## src/rtl/calc_keypad_entry_pkg.sv

```systemverilog
// Shared key codes, keypad layout and state encodings for the keypad entry path.
package calc_keypad_pkg;

  localparam logic [3:0] KEY_ENTER = 4'hA;
  localparam logic [3:0] KEY_NEG   = 4'hB;
  localparam logic [3:0] KEY_CLR   = 4'hC;
  localparam logic [3:0] KEY_EXEC  = 4'hF;

  // Physical layout, indexed by row*4+col:
  //   1 2 3 ENTER / 4 5 6 NEG / 7 8 9 CLR / (E) 0 EXEC (D)
  localparam logic [3:0] KEYMAP [16] = '{
    4'h1, 4'h2, 4'h3, 4'hA,
    4'h4, 4'h5, 4'h6, 4'hB,
    4'h7, 4'h8, 4'h9, 4'hC,
    4'hE, 4'h0, 4'hF, 4'hD
  };

  typedef enum logic [1:0] {
    ST_A     = 2'd0,
    ST_B     = 2'd1,
    ST_OP    = 2'd2,
    ST_ISSUE = 2'd3
  } entry_state_t;

  typedef enum logic [1:0] {
    SC_SCAN,
    SC_PRESS_DB,
    SC_HELD,
    SC_RELEASE_DB
  } scan_state_t;

  // Two's-complement value of a sign/magnitude pair.
  function automatic logic [15:0] apply_sign(input logic [15:0] mag, input logic neg);
    return neg ? (~mag + 16'd1) : mag;
  endfunction

endpackage

```

## src/rtl/calc_keypad_entry_scanner.sv

```systemverilog
// 4x4 keypad scanner: row synchronizer, column rotation and press/release debounce.
module keypad_scanner
  import calc_keypad_pkg::*;
#(
  parameter int unsigned SCAN_DIV     = 1000,
  parameter int unsigned DEBOUNCE_CYC = 20000
) (
  input  logic       clk,
  input  logic       rst,
  input  logic [3:0] row_in,
  output logic [3:0] col_out,
  output logic       key_valid,
  output logic [3:0] key_code
);

  localparam int unsigned DIV_W  = $clog2(SCAN_DIV + 1);
  localparam int unsigned DB_W   = $clog2(DEBOUNCE_CYC + 1);
  // Synced rows lag a column change by two cycles; ignore them until settled.
  localparam int unsigned SETTLE = 2;

  logic [3:0]       row_meta;
  logic [3:0]       row_sync;
  logic [DIV_W-1:0] div_cnt;
  logic [DB_W-1:0]  db_cnt;
  logic [3:0]       sample;
  scan_state_t      sc_state;

  logic       one_low;
  logic       all_high;
  logic       settled;
  logic [1:0] row_idx;
  logic [1:0] col_idx;

  // Decode the synced row pattern, the frozen sample and the driven column.
  always_comb begin
    one_low  = 1'b0;
    all_high = (row_sync == 4'b1111);
    settled  = (div_cnt >= DIV_W'(SETTLE));
    case (row_sync)
      4'b1110, 4'b1101, 4'b1011, 4'b0111: one_low = 1'b1;
      default:                            one_low = 1'b0;
    endcase
    case (sample)
      4'b1101: row_idx = 2'd1;
      4'b1011: row_idx = 2'd2;
      4'b0111: row_idx = 2'd3;
      default: row_idx = 2'd0;
    endcase
    case (col_out)
      4'b1101: col_idx = 2'd1;
      4'b1011: col_idx = 2'd2;
      4'b0111: col_idx = 2'd3;
      default: col_idx = 2'd0;
    endcase
  end

  // Synchronizer, column rotation and debounce FSM.
  always_ff @(posedge clk or negedge rst) begin
    if (!rst) begin
      row_meta  <= '1;
      row_sync  <= '1;
      col_out   <= 4'b1110;
      div_cnt   <= '0;
      db_cnt    <= '0;
      sample    <= '1;
      sc_state  <= SC_SCAN;
      key_valid <= 1'b0;
      key_code  <= '0;
    end else begin
      row_meta  <= row_in;
      row_sync  <= row_meta;
      key_valid <= 1'b0;
      case (sc_state)
        SC_SCAN: begin
          if (settled && one_low) begin
            sample   <= row_sync;
            db_cnt   <= DB_W'(1);
            sc_state <= SC_PRESS_DB;
          end else if (div_cnt == DIV_W'(SCAN_DIV - 1)) begin
            div_cnt <= '0;
            col_out <= {col_out[2:0], col_out[3]};
          end else begin
            div_cnt <= div_cnt + DIV_W'(1);
          end
        end
        SC_PRESS_DB: begin
          // A changed sample drops back to SCAN, which re-qualifies it from count 1.
          if (row_sync != sample) begin
            sc_state <= SC_SCAN;
          end else if (db_cnt == DB_W'(DEBOUNCE_CYC - 1)) begin
            key_valid <= 1'b1;
            key_code  <= KEYMAP[{row_idx, col_idx}];
            sc_state  <= SC_HELD;
          end else begin
            db_cnt <= db_cnt + DB_W'(1);
          end
        end
        SC_HELD: begin
          if (all_high) begin
            db_cnt   <= DB_W'(1);
            sc_state <= SC_RELEASE_DB;
          end
        end
        default: begin
          if (!all_high) begin
            sc_state <= SC_HELD;
          end else if (db_cnt == DB_W'(DEBOUNCE_CYC - 1)) begin
            div_cnt  <= '0;
            sc_state <= SC_SCAN;
          end else begin
            db_cnt <= db_cnt + DB_W'(1);
          end
        end
      endcase
    end
  end

endmodule

```

## src/rtl/calc_keypad_entry.sv

```systemverilog
// Keypad front end of the calculator: operand/op-code entry and command handshake.
module calc_keypad_entry
  import calc_keypad_pkg::*;
#(
  parameter int unsigned SCAN_DIV     = 1000,
  parameter int unsigned DEBOUNCE_CYC = 20000,
  parameter int unsigned MAX_MAG      = 32767
) (
  input  logic        clk,
  input  logic        rst,
  input  logic [3:0]  row_in,
  output logic [3:0]  col_out,
  output logic        cmd_valid,
  input  logic        cmd_ready,
  output logic [15:0] op_a,
  output logic [15:0] op_b,
  output logic [5:0]  sw_code,
  output logic [1:0]  entry_state,
  output logic [15:0] disp_value,
  output logic        key_err
);

  logic       key_valid;
  logic [3:0] key_code;

  keypad_scanner #(
    .SCAN_DIV     (SCAN_DIV),
    .DEBOUNCE_CYC (DEBOUNCE_CYC)
  ) u_scan (
    .clk       (clk),
    .rst       (rst),
    .row_in    (row_in),
    .col_out   (col_out),
    .key_valid (key_valid),
    .key_code  (key_code)
  );

  entry_state_t state;
  logic [15:0]  acc;
  logic         neg;
  logic [15:0]  a_lat;
  logic [15:0]  b_lat;
  logic [2:0]   cat;
  logic [2:0]   sub;
  logic [1:0]   op_digits;

  logic [19:0]  acc_next;
  logic         mag_ok;
  logic         is_digit;

  assign entry_state = state;

  // Candidate accumulator for a digit key and its range check.
  always_comb begin
    acc_next = 20'(acc) * 20'd10 + 20'(key_code);
    mag_ok   = (acc_next <= 20'(MAX_MAG));
    is_digit = (key_code <= 4'd9);
  end

  // Entry FSM, accumulator datapath and command handshake register.
  always_ff @(posedge clk or negedge rst) begin
    if (!rst) begin
      state      <= ST_A;
      acc        <= '0;
      neg        <= 1'b0;
      a_lat      <= '0;
      b_lat      <= '0;
      cat        <= '0;
      sub        <= '0;
      op_digits  <= '0;
      op_a       <= '0;
      op_b       <= '0;
      sw_code    <= '0;
      cmd_valid  <= 1'b0;
      disp_value <= '0;
      key_err    <= 1'b0;
    end else begin
      key_err <= 1'b0;
      if (state == ST_ISSUE) begin
        if (cmd_valid && cmd_ready) begin
          cmd_valid  <= 1'b0;
          state      <= ST_A;
          acc        <= '0;
          neg        <= 1'b0;
          cat        <= '0;
          sub        <= '0;
          op_digits  <= '0;
          disp_value <= '0;
        end
      end else if (key_valid) begin
        if (key_code == KEY_CLR) begin
          state      <= ST_A;
          acc        <= '0;
          neg        <= 1'b0;
          cat        <= '0;
          sub        <= '0;
          op_digits  <= '0;
          disp_value <= '0;
        end else if (state == ST_OP) begin
          if (is_digit) begin
            if (op_digits == 2'd0 && key_code >= 4'd1 && key_code <= 4'd7) begin
              cat        <= key_code[2:0];
              op_digits  <= 2'd1;
              disp_value <= {10'b0, key_code[2:0], 3'b0};
            end else if (op_digits == 2'd1 && key_code <= 4'd7) begin
              sub        <= key_code[2:0];
              op_digits  <= 2'd2;
              disp_value <= {10'b0, cat, key_code[2:0]};
            end else begin
              key_err <= 1'b1;
            end
          end else if (key_code == KEY_EXEC) begin
            if (op_digits == 2'd2) begin
              state     <= ST_ISSUE;
              op_a      <= a_lat;
              op_b      <= b_lat;
              sw_code   <= {cat, sub};
              cmd_valid <= 1'b1;
            end else begin
              key_err <= 1'b1;
            end
          end else if (key_code == KEY_ENTER || key_code == KEY_NEG) begin
            key_err <= 1'b1;
          end
        end else begin
          if (is_digit) begin
            if (mag_ok) begin
              acc        <= acc_next[15:0];
              disp_value <= apply_sign(acc_next[15:0], neg);
            end else begin
              key_err <= 1'b1;
            end
          end else if (key_code == KEY_NEG) begin
            neg        <= ~neg;
            disp_value <= apply_sign(acc, ~neg);
          end else if (key_code == KEY_ENTER) begin
            if (state == ST_A) begin
              a_lat <= apply_sign(acc, neg);
              state <= ST_B;
            end else begin
              b_lat <= apply_sign(acc, neg);
              state <= ST_OP;
            end
            acc        <= '0;
            neg        <= 1'b0;
            cat        <= '0;
            sub        <= '0;
            op_digits  <= '0;
            disp_value <= '0;
          end else if (key_code == KEY_EXEC) begin
            key_err <= 1'b1;
          end
        end
      end
    end
  end

endmodule
```

## config.mk

```make
export PLATFORM = sky130hd
export DESIGN_NAME = calc_keypad_entry
export DESIGN_NICKNAME = d
export VERILOG_FILES = /design/src/rtl/calc_keypad_entry_pkg.sv /design/src/rtl/calc_keypad_entry_scanner.sv /design/src/rtl/calc_keypad_entry.sv
export SDC_FILE = /design/constraint.sdc
export NUM_CORES = 1
export LEC_CHECK = 0
export BUFFER_PORTS_ARGS = -buffer_cell sky130_fd_sc_hd__buf_4
export CORE_UTILIZATION = 47
export CTS_CLUSTER_DIAMETER = 150
export DETAILED_ROUTE_END_ITERATION = 7
export GPL_ROUTABILITY_DRIVEN = 0
export PLACE_DENSITY_LB_ADDON = 0.12
export SYNTH_ARGS = -nofsm -noshare
export SYNTH_HDL_FRONTEND = slang
export SYNTH_SLANG_ARGS = --single-unit
```

## constraint.sdc

```tcl
create_clock -name clk -period 4.19 [get_ports clk]
set_clock_uncertainty 0.2 [all_clocks]
set_input_delay 0.6285 -clock clk [delete_from_list [all_inputs] [get_ports clk]]
set_output_delay 0.6285 -clock clk [all_outputs]
set_load 0.05 [all_outputs]
```

==> flow_metrics.env, run 1 <==
export IMPL_ant_nets=0
export IMPL_fin_total_pwr_w=0.00367
export IMPL_worstReg2RegStart="acc[1]"
export IMPL_hold_buffers=0
export IMPL_syn_area_per_cell_sq_um=9.90
export IMPL_fin_crit_sh_pct=98.2
export IMPL_drtIter0Drc=457
export IMPL_clk_pin_slew_worst_paths_ns=0.07
export IMPL_status="finished, final reports clean"
export IMPL_start_util_pct=47.8
export IMPL_relSlewSlack_pct=37.7
export IMPL_clockBufferDepth=2
export IMPL_num_vias=7633
export IMPL_synth_cell_types=85
export IMPL_cp_common_cell="ha_4"
export IMPL_worst_ep_required_time_ns=4.30
export IMPL_grtUsageTotal_pct=22.0
export IMPL_synth_seq_cells=163
export IMPL_rsz0062_at_grt="true"
export IMPL_multi_input_area_sq_um=5450
export IMPL_die_area_sq_um=21200
export IMPL_critical_path_buf_inv_count=0
export IMPL_syn_to_final_growth_pct=18.8
export IMPL_layout_nets=1130
export IMPL_p_leak_nw=5.33
export IMPL_hpwl_um=16500
export IMPL_grt_start_max_net_pins=79
export IMPL_netlist_instances=977
export IMPL_critPathMaxFanout=8
export IMPL_async_flop_share_pct=100
export IMPL_io_pin_count=69
export IMPL_critical_path_arrival_ns=4.22
export IMPL_ctsRootBufferMaster="clkbuf_16"
export IMPL_drive_above_1_share_pct=26.0
export IMPL_powerDensity_nw_per_um2=320
export IMPL_path_delay_family="compound AO/OA/AOI/OAI gates"
export IMPL_setup_viol=0
export IMPL_cts_made_buffers=17
export IMPL_setup_tns_ns=0
export IMPL_antenna_found_initial=1
export IMPL_via_per_inst=5.62
export IMPL_crit_start="acc[1]"
export IMPL_core_area_sq_um=20200
export IMPL_routed_wl_um=22900
export IMPL_hold_viol_final=0
export IMPL_cts_tree="done"
export IMPL_ys_warn_count=0
export IMPL_tightest_slew_ns=0.932
export IMPL_fin_ws_ns=0.0752
export IMPL_cts_sinks=163
export IMPL_place_area_sq_um=10800
export IMPL_synth_fp_nets=1031
export IMPL_grt_pass1_wl_um=37300
export IMPL_place_ws_ns=0.0116
export IMPL_die_h_um=145
export IMPL_synth_area_sq_um=9670
export IMPL_crit_chain="ha_4, ha_4, fa_2, a21o_1, a221o_2, a41oi_2, nand2_4, o311ai_2, o211ai_1, a22o_2, or3_4, mux2_4"
export IMPL_drc=0
export IMPL_worstSetupStartpointType="register"
export IMPL_first_pass_iters=5
export IMPL_antenna_cells=0
export IMPL_hold_path_class="in2async"
export IMPL_ir_drop_v=0.000256
export IMPL_ys_seq_area_share_pct=42.4
export IMPL_finalMaxSlewViolations=0
export IMPL_portBuffers=68
export IMPL_fp_dieW_um=145
export IMPL_final_area_sq_um=11500
export IMPL_synth_edf_count=0
export IMPL_num_rows=52
export IMPL_wire_per_inst_um=16.8
export IMPL_seq_area_sq_um=4100
export IMPL_overflow=0
export IMPL_whs_ns=0.0251
export IMPL_n_fill_cell=1803
export IMPL_critPathKind="reg2reg"
export IMPL_clkLatencyLatePin_ns=0.43
export IMPL_synthFlopType="dfrtp_1"
export IMPL_drv_cap=0
export IMPL_grt_pass1_vias=7016
export IMPL_final_min_clock_period_ns=4.11
export IMPL_clock_fmax_mhz=243
export IMPL_h_tree_depth=4
export IMPL_slowest_delay_ns=0.49
export IMPL_cp_slowest_cell="or3_4"
export IMPL_end_kind="register"
[sequential cells by signal, summed over array words and instances (netlist names)]
| register | count |
|---|---|
| op_a | 16 |
| neg | 1 |
| acc | 16 |
| op_b | 16 |
| a_lat | 16 |
| cat | 3 |
| u_scan.key_code | 4 |
| b_lat | 16 |
| u_scan.sample | 4 |
| cmd_valid | 1 |
| disp_value | 16 |
| u_scan.sc_state | 2 |
| u_scan.row_sync | 4 |
| key_err | 1 |
| u_scan.div_cnt | 10 |
| op_digits | 2 |
| sw_code | 6 |
| u_scan.col_out | 4 |
| u_scan.db_cnt | 15 |
| u_scan.row_meta | 4 |
| entry_state | 2 |
| u_scan.key_valid | 1 |
| sub | 3 |
[routing by layer]
| layer | vias to the layer above | GRT usage (%) | wire length (um) |
|---|---|---|---|
| met2 | 179 | 34.1 | 10700 |
| met3 | 26 | 3.29 | 1150 |
| met4 | 0 | 5.89 | 278 |
| met5 | - | 0 | 0 |
| li1 | 3735 | - | - |
| met1 | 3693 | 32.1 | 10800 |
[logic make-up (layout without fill, tap and decap cells)]
family                   after synthesis  after routing  share of synthesized area (%)
multiplexers                          80             80                           9.56
AND/OR/NAND/NOR                      314            315                           16.2
XOR/XNOR                              81             81                           7.48
flip-flops                           163            163                           42.4
buffers and inverters                 66            177                           2.94
AO/OA/AOI/OAI                        226            226                           15.2
adder cells (fa/ha/maj)               47             47                           6.24
[synth_stat cells, types with 17 or more instances]
cell type,n,area [sq um]
a21oi_1,69,345
clkbuf_1,32,120
dfrtp_1,148,3700
ha_1,45,563
inv_1,22,82.6
mux2_2,61,687
nand2_1,80,300
nand3_1,19,95.1
nand4_1,17,106
nor2_1,89,334
o21ai_0,53,265
xnor2_1,37,324
xor2_1,43,377
[cell usage in the layout, fill, tap and decap left out, types with 5 or more instances in the layout]
| master | count |
|---|---|
| nand4_1 | 17 |
| xor2_1 | 40 |
| a31oi_1 | 9 |
| ha_1 | 42 |
| o22ai_1 | 7 |
| a211oi_1 | 8 |
| inv_1 | 22 |
| nor4_1 | 6 |
| nand3_1 | 19 |
| dfrtp_1 | 147 |
| a21o_1 | 7 |
| and2_1 | 15 |
| o2bb2ai_1 | 6 |
| o21ai_0 | 53 |
| a32o_1 | 8 |
| o211ai_1 | 8 |
| mux2_4 | 7 |
| nand2b_1 | 12 |
| nor2b_1 | 5 |
| and3_1 | 16 |
| nor2_1 | 89 |
| xnor2_1 | 36 |
| mux2_2 | 61 |
| mux2i_1 | 11 |
| o31ai_1 | 9 |
| dfstp_2 | 15 |
| clkbuf_16 | 17 |
| or3_1 | 8 |
| nand2_1 | 80 |
| a21oi_1 | 67 |
| buf_4 | 121 |
| clkinv_8 | 5 |
| nor3_1 | 15 |
[metrics by stage]
| stage | util, % | cells |
|---|---|---|
| after floorplan | - | 977 |
| after global placement | 53.2 | 1324 |
| after detailed placement | 53.2 | 1324 |
| after CTS | 56.2 | 1356 |
| after global routing | 56.8 | 1359 |
| final | 56.8 | 1359 |
[power breakdown]
part	total [W]	internal [W]	switching (W)
sequential	0.00173	0.00165	0.0000761
combinational	0.000403	0.000160	0.000243
clock	0.00154	0.000799	0.000741
total	0.00367	0.00261	0.00106
[repair_timing]
action / 4_1_cts / 5_1_grt
gates cloned: 0 / 1
pin swaps: 0 / 7
buffers inserted: 0 / 2
resized for setup: 1 / 18
endpoints found under the setup margin: 7 / 27
[cell type report]
class | count | area share, %
clock buffer | 17 | 3.70
clock inverter | 15 | 1.48
inverter | 23 | 0.751
multi-input combinational | 749 | 47.5
sequential | 163 | 35.7
tap | 270 | 2.94
timing repair buffer | 122 | 8.00
[final timing paths]
kind                                 endpoint  slack [ns]  cells past startpoint
min in group clk           u_scan.row_meta[1]        0.11                      1
max                            disp_value[14]        0.08                     12
min reg2reg                u_scan.row_sync[3]        0.16                      0
min                            disp_value[12]        0.03                      1
max in group asynchronous             op_b[7]        2.82                      2
max reg2reg                    disp_value[14]        0.08                     12
No activity file was read; power rests on OpenSTA's default activity.
==> inputs of run 2 (changes only) <==
--- a/config.mk
+++ b/config.mk
@@ -11,6 +11,7 @@
 export DETAILED_ROUTE_END_ITERATION = 7
 export GPL_ROUTABILITY_DRIVEN = 0
 export PLACE_DENSITY_LB_ADDON = 0.12
+export SETUP_SLACK_MARGIN = 0.2
 export SYNTH_ARGS = -nofsm -noshare
 export SYNTH_HDL_FRONTEND = slang
 export SYNTH_SLANG_ARGS = --single-unit
==> run 2 against run 1 <==
Against the previous run:
- setup slack got worse by 0.032 ns
- largest cell class unchanged
- largest power group unchanged
- combinational power up 4%
- flip-flop and latch count unchanged
- worst hold slack better by 0.046 ns
- maximum frequency down 0.76%
- via count increased by 1.9%
- clock power is 4% higher
- cell area increased by 1.9%
- critical path depth unchanged
==> flow_metrics.env, run 2 (synthesis gave the netlist of run 1 again) <==
export IMPL_status="finished, final reports clean"
export IMPL_portBuffers=68
export IMPL_die_h_um=145
export IMPL_cts_sinks=163
export IMPL_rsz0062_at_grt="true"
export IMPL_drive_above_1_share_pct=27.7
export IMPL_grt_pass1_vias=7547
export IMPL_fp_dieW_um=145
export IMPL_syn_to_final_growth_pct=21.1
export IMPL_routed_wl_um=23200
export IMPL_cts_made_buffers=17
export IMPL_grt_pass1_wl_um=38800
export IMPL_relSlewSlack_pct=44.9
export IMPL_ir_drop_v=0.000250
export IMPL_drtIter0Drc=375
export IMPL_final_min_clock_period_ns=4.15
export IMPL_core_area_sq_um=20200
export IMPL_p_leak_nw=5.46
export IMPL_place_area_sq_um=10900
export IMPL_finalMaxSlewViolations=0
export IMPL_r2r_cells=12
export IMPL_ctsRootBufferMaster="clkbuf_16"
export IMPL_mostFrequentLayoutCells="dfrtp_1 (145), buf_4 (140), nor2_1 (89), nand2_1 (80), a21oi_1 (69)"
export IMPL_grt_start_max_net_pins=90
export IMPL_tightest_slew_ns=0.826
export IMPL_worstSetupStartpointType="register"
export IMPL_ant_nets=0
export IMPL_io_pin_count=69
export IMPL_hold_viol_final=0
export IMPL_num_rows=52
export IMPL_drc=0
export IMPL_first_pass_iters=5
export IMPL_hpwl_um=16700
export IMPL_num_vias=7775
export IMPL_hold_path_class="in2async"
export IMPL_clockBufferDepth=2
export IMPL_place_ws_ns=-0.0530
export IMPL_powerDensity_nw_per_um2=320
export IMPL_drv_cap=0
export IMPL_die_area_sq_um=21200
export IMPL_final_common_cell="dfrtp_1"
export IMPL_clock_fmax_mhz=241
export IMPL_setup_viol=0
export IMPL_wire_per_inst_um=16.8
export IMPL_start_util_pct=47.8
export IMPL_h_tree_depth=4
export IMPL_cts_tree="done"
export IMPL_worst_ep_required_time_ns=4.31
export IMPL_critPathKind="reg2reg"
export IMPL_final_area_sq_um=11700
export IMPL_antenna_found_initial=0
export IMPL_critPathMaxFanout=8
export IMPL_clkLatencyLatePin_ns=0.43
export IMPL_fin_ws_ns=0.0437
export IMPL_overflow=0
export IMPL_clk_pin_slew_worst_paths_ns=0.07
export IMPL_antenna_cells=0
export IMPL_grtUsageTotal_pct=22.9
export IMPL_end_kind="register"
export IMPL_via_per_inst=5.63
export IMPL_fin_crit_sh_pct=99.0
export IMPL_layout_nets=1151
export IMPL_critical_path_arrival_ns=4.26
-- run 2: worst paths after layout --
kind,slack [ns],endpoint,from
max in group asynchronous,2.80,u_scan.sample[1],rst
worst min-delay path,0.07,acc[14],rst
worst max register to register,0.04,disp_value[10],acc[1]
min in group clk,0.10,u_scan.row_meta[3],row_in[3]
worst min register to register,0.16,u_scan.row_sync[3],u_scan.row_meta[3]
worst max-delay path,0.04,disp_value[10],acc[1]
-- run 2: power by group --
group	internal, W	total, W	switching [W]
combinational	0.000173	0.000419	0.000246
clock	0.000859	0.00160	0.000741
sequential	0.00165	0.00173	0.0000746
total	0.00269	0.00375	0.00106
-- run 2: routing by layer --
layer / GRT usage, % / vias up / wire length, um
met2: 36.7 / 141 / 11000
met4: 5.84 / 0 / 267
met5: 0 / - / 0
met1: 32.1 / 3839 / 11000
li1: - / 3773 / -
met3: 4.11 / 22 / 939
-- run 2: timing repair --
item / in CTS / in global routing
setup endpoints to repair: 31 / 33
pin swaps: 12 / 10
setup buffers: 5 / 7
gates resized for setup: 7 / 17
hold buffers: 0 / 0
gates cloned: 1 / 0
-- run 2: metrics by stage --
stage | power (W) | utilization, % | setup TNS, ns | std cells | hold slack (ns)
2_1_floorplan | 0.00204 | - | 0 | 977 | 0.133
3_5_place_dp | 0.00218 | 53.8 | -0.531 | 1335 | 0.147
4_1_cts | 0.00380 | 57.2 | 0 | 1373 | 0.0817
6_report | 0.00375 | 57.9 | 0 | 1380 | 0.0707
3_3_place_gp | 0.00217 | 53.8 | -0.115 | 1335 | 0.146
5_1_grt | 0.00393 | 57.9 | -0.354 | 1380 | 0.0825
-- run 2: area by class of cell --
cell class	instances	area, sq um
Inverter	23	86.3
Multi-Input combinational cell	749	5480
Sequential cell	163	4100
Clock inverter	15	186
Timing Repair Buffer	143	1090
Clock buffer	17	425
Fill cell	1771	8520
Tap cell	270	338
-- run 2: worst max-delay path: stages, from the launching register on --
cell      delay (ns)
dfrtp_2         0.43
ha_4            0.25
ha_4            0.15
fa_2            0.37
a21o_1          0.20
a221o_2         0.48
a41oi_2         0.21
nand2_2         0.14
o311ai_2        0.28
o211ai_1        0.18
a22o_4          0.31
or3_4           0.50
mux2_4          0.32
==> inputs of run 3 (changes only) <==
--- a/config.mk
+++ b/config.mk
@@ -14,4 +14,5 @@
 export SETUP_SLACK_MARGIN = 0.2
 export SYNTH_ARGS = -nofsm -noshare
 export SYNTH_HDL_FRONTEND = slang
+export SYNTH_HIERARCHICAL = 1
 export SYNTH_SLANG_ARGS = --single-unit
==> run 3 against run 2 <==
Against the previous run:
- die area is essentially flat
- clock-buffer cell count grew 1
- global-route usage grew 0.63 points
- total power grew 10%
- worst hold slack lost 0.055 ns
- final cell count grew 2.5%
- via count grew 2.3%
- register-to-register slack lost 0.22 ns
- largest power group unchanged
- clock power grew 4%
- the flow now finishes with violations (negative setup slack)
- first-iteration DRC count grew 13%
- non-clock buffer count grew 14
- utilization grew 0.91 points
==> flow_metrics.env, run 3 <==
export IMPL_drv_cap=0
export IMPL_clockBufferDepth=2
export IMPL_powerDensity_nw_per_um2=347
export IMPL_synth_edf_count=0
export IMPL_mostFrequentLayoutCells="dfrtp_1 (148), buf_4 (148), nand2_1 (106), nor2_1 (69), o21ai_0 (67)"
export IMPL_hpwl_um=17200
export IMPL_via_per_inst=5.63
export IMPL_grtUsageTotal_pct=23.5
export IMPL_first_pass_iters=7
export IMPL_die_area_sq_um=21200
export IMPL_grt_pass1_wl_um=40000
export IMPL_worstSetupStartpointType="register"
export IMPL_critPathMaxFanout=10
export IMPL_core_area_sq_um=20200
export IMPL_relSlewSlack_pct=38.7
export IMPL_r2r_cells=14
export IMPL_fin_crit_sh_pct=104
export IMPL_die_h_um=145
export IMPL_io_pin_count=69
export IMPL_cts_tree="done"
export IMPL_grt_pass1_vias=7849
export IMPL_netlist_instances=1000
export IMPL_final_min_clock_period_ns=4.37
export IMPL_ys_top_cells_by_area="dfrtp_1 (38%), mux2_2 (7.6%), ha_1 (5.8%)"
export IMPL_hold_viol_final=0
export IMPL_p_leak_nw=5.47
export IMPL_ctsRootBufferMaster="clkbuf_16"
export IMPL_end_kind="register"
export IMPL_worst_ep_required_time_ns=4.31
export IMPL_ys_seq_area_share_pct=42.4
export IMPL_rsz0062_at_grt="true"
export IMPL_tightest_slew_ns=0.917
export IMPL_async_flop_share_pct=100
export IMPL_setup_viol=32
export IMPL_clkLatencyLatePin_ns=0.43
export IMPL_antenna_found_initial=0
export IMPL_synth_cell_types=76
export IMPL_ir_drop_v=0.000359
export IMPL_grt_start_max_net_pins=79
export IMPL_drc=0
export IMPL_critPathKind="reg2reg"
export IMPL_finalMaxSlewViolations=0
export IMPL_clock_fmax_mhz=229
export IMPL_num_rows=52
export IMPL_drive_above_1_share_pct=28.1
export IMPL_portBuffers=68
export IMPL_synth_fp_nets=1054
export IMPL_fin_ws_ns=-0.177
export IMPL_place_ws_ns=-0.221
export IMPL_fp_dieW_um=145
export IMPL_cts_made_buffers=17
export IMPL_synth_most_common_cell="dfrtp_1"
export IMPL_syn_to_final_growth_pct=23.0
export IMPL_synth_area_sq_um=9680
export IMPL_synth_top_area_share_pct=38.3
export IMPL_clk_pin_slew_worst_paths_ns=0.07
export IMPL_synth_seq_cells=163
export IMPL_synthFlopType="dfrtp_1"
export IMPL_place_area_sq_um=11000
export IMPL_antenna_cells=0
export IMPL_ys_warn_count=6
export IMPL_cts_sinks=163
export IMPL_critical_path_arrival_ns=4.48
export IMPL_ant_nets=0
export IMPL_layout_nets=1185
export IMPL_routed_wl_um=23800
export IMPL_synthTopCellsByCount="dfrtp_1 (148), nand2_1 (118), o21ai_0 (74)"
export IMPL_n_fill_cell=1752
export IMPL_num_vias=7957
export IMPL_start_util_pct=47.8
export IMPL_drtIter0Drc=422
export IMPL_failed_checks="negative setup slack"
export IMPL_h_tree_depth=4
export IMPL_hold_path_class="in2async"
export IMPL_overflow=0
export IMPL_status="finished, violations left"
export IMPL_synth_top_area_cell="dfrtp_1"
export IMPL_wire_per_inst_um=16.8
export IMPL_final_area_sq_um=11900
export IMPL_syn_area_per_cell_sq_um=9.68
==> run 3: cell types whose count changed in the layout (fill, tap and decap cells not counted), sizes merged, moves of 16 or more <==
| cell | previous run | this run |
|---|---|---|
| a21oi | 69 | 44 |
| nor2 | 89 | 69 |
| o31ai | 10 | 26 |
| xor2 | 43 | 25 |
| nand2 | 81 | 118 |
| o21ai | 55 | 74 |
==> run 3: report_power, final <==
group | switching [W] | internal (W)
logic | 0.000469 | 0.000266
registers | 0.0000816 | 0.00166
clock network | 0.000696 | 0.000961
==> run 3: layout make-up <==
cell class | count | area [sq um] | share of cell area, %
clock buffers | 18 | 429 | 3.61
repair buffers | 157 | 1230 | 10.3
multi-input cells | 764 | 5510 | 46.3
flip-flops and latches | 163 | 4100 | 34.4
well taps | 270 | 338 | 2.84
clock inverters | 14 | 189 | 1.59
inverters | 28 | 105 | 0.883
==> run 3: logic make-up (layout without fill, tap and decap cells) <==
logic type	Yosys count	in the layout	share of synthesized area (%)
compound gates	232	232	15.6
xor+xnor	67	67	6.06
fa+ha+maj	47	47	6.23
buf+inv	73	217	3.23
flops	163	163	42.4
mux	89	89	10.3
simple gates	329	329	16.2
==> run 3: worst max-delay path: stages (launching register included) <==
cell       delay, ns
dfrtp_1         0.41
ha_1            0.29
ha_2            0.20
fa_2            0.37
a211oi_4        0.27
o31ai_4         0.13
xnor2_2         0.16
a41o_2          0.27
nor4_4          0.29
o2111ai_1       0.15
a2111o_1        0.47
o2111a_1        0.30
a211oi_4        0.25
buf_12          0.18
mux2_2          0.33
==> run 3: repair_timing <==
| item | in CTS | in global routing |
|---|---|---|
| gates resized for setup | 13 | 45 |
| hold buffers | 0 | 0 |
| gates cloned | 2 | 0 |
| endpoints found under the setup margin | 32 | 32 |
| pin swaps | 6 | 5 |
| setup buffers | 5 | 3 |
==> run 3: layer usage <==
| metal | wire length (um) | up-vias | track usage (%) |
|---|---|---|---|
| met2 | 12000 | 156 | 40.8 |
| met5 | 0 | - | 0 |
| met3 | 784 | 25 | 4.17 |
| met1 | 10600 | 3874 | 30.2 |
| met4 | 364 | 0 | 6.42 |
| li1 | - | 3902 | - |
==> run 3: path summary, 6_finish.rpt <==
check	from	endpoint	slack (ns)
max in group asynchronous	rst	b_lat[8]	2.78
worst max-delay path	acc[3]	acc[10]	-0.18
worst max register to register	acc[3]	acc[10]	-0.18
worst min-delay path	rst	acc[11]	0.02
min in group clk	row_in[2]	u_scan/row_meta[2]	0.10
worst min register to register	u_scan/row_meta[2]	u_scan/row_sync[2]	0.16
==> run 3: per-stage QoR <==
stage | total power [W] | std cells | util [%] | hold WS (ns) | TNS (ns)
6_report | 0.00413 | 1414 | 58.8 | 0.0161 | -2.80
5_1_grt | 0.00434 | 1414 | 58.8 | 0.0699 | -6.98
4_1_cts | 0.00417 | 1411 | 57.7 | 0.0538 | -4.11
3_5_place_dp | 0.00251 | 1372 | 54.2 | 0.147 | -4.80
3_3_place_gp | 0.00249 | 1372 | 54.2 | 0.147 | -1.34
2_1_floorplan | 0.00232 | 1000 | - | 0.133 | -1.30
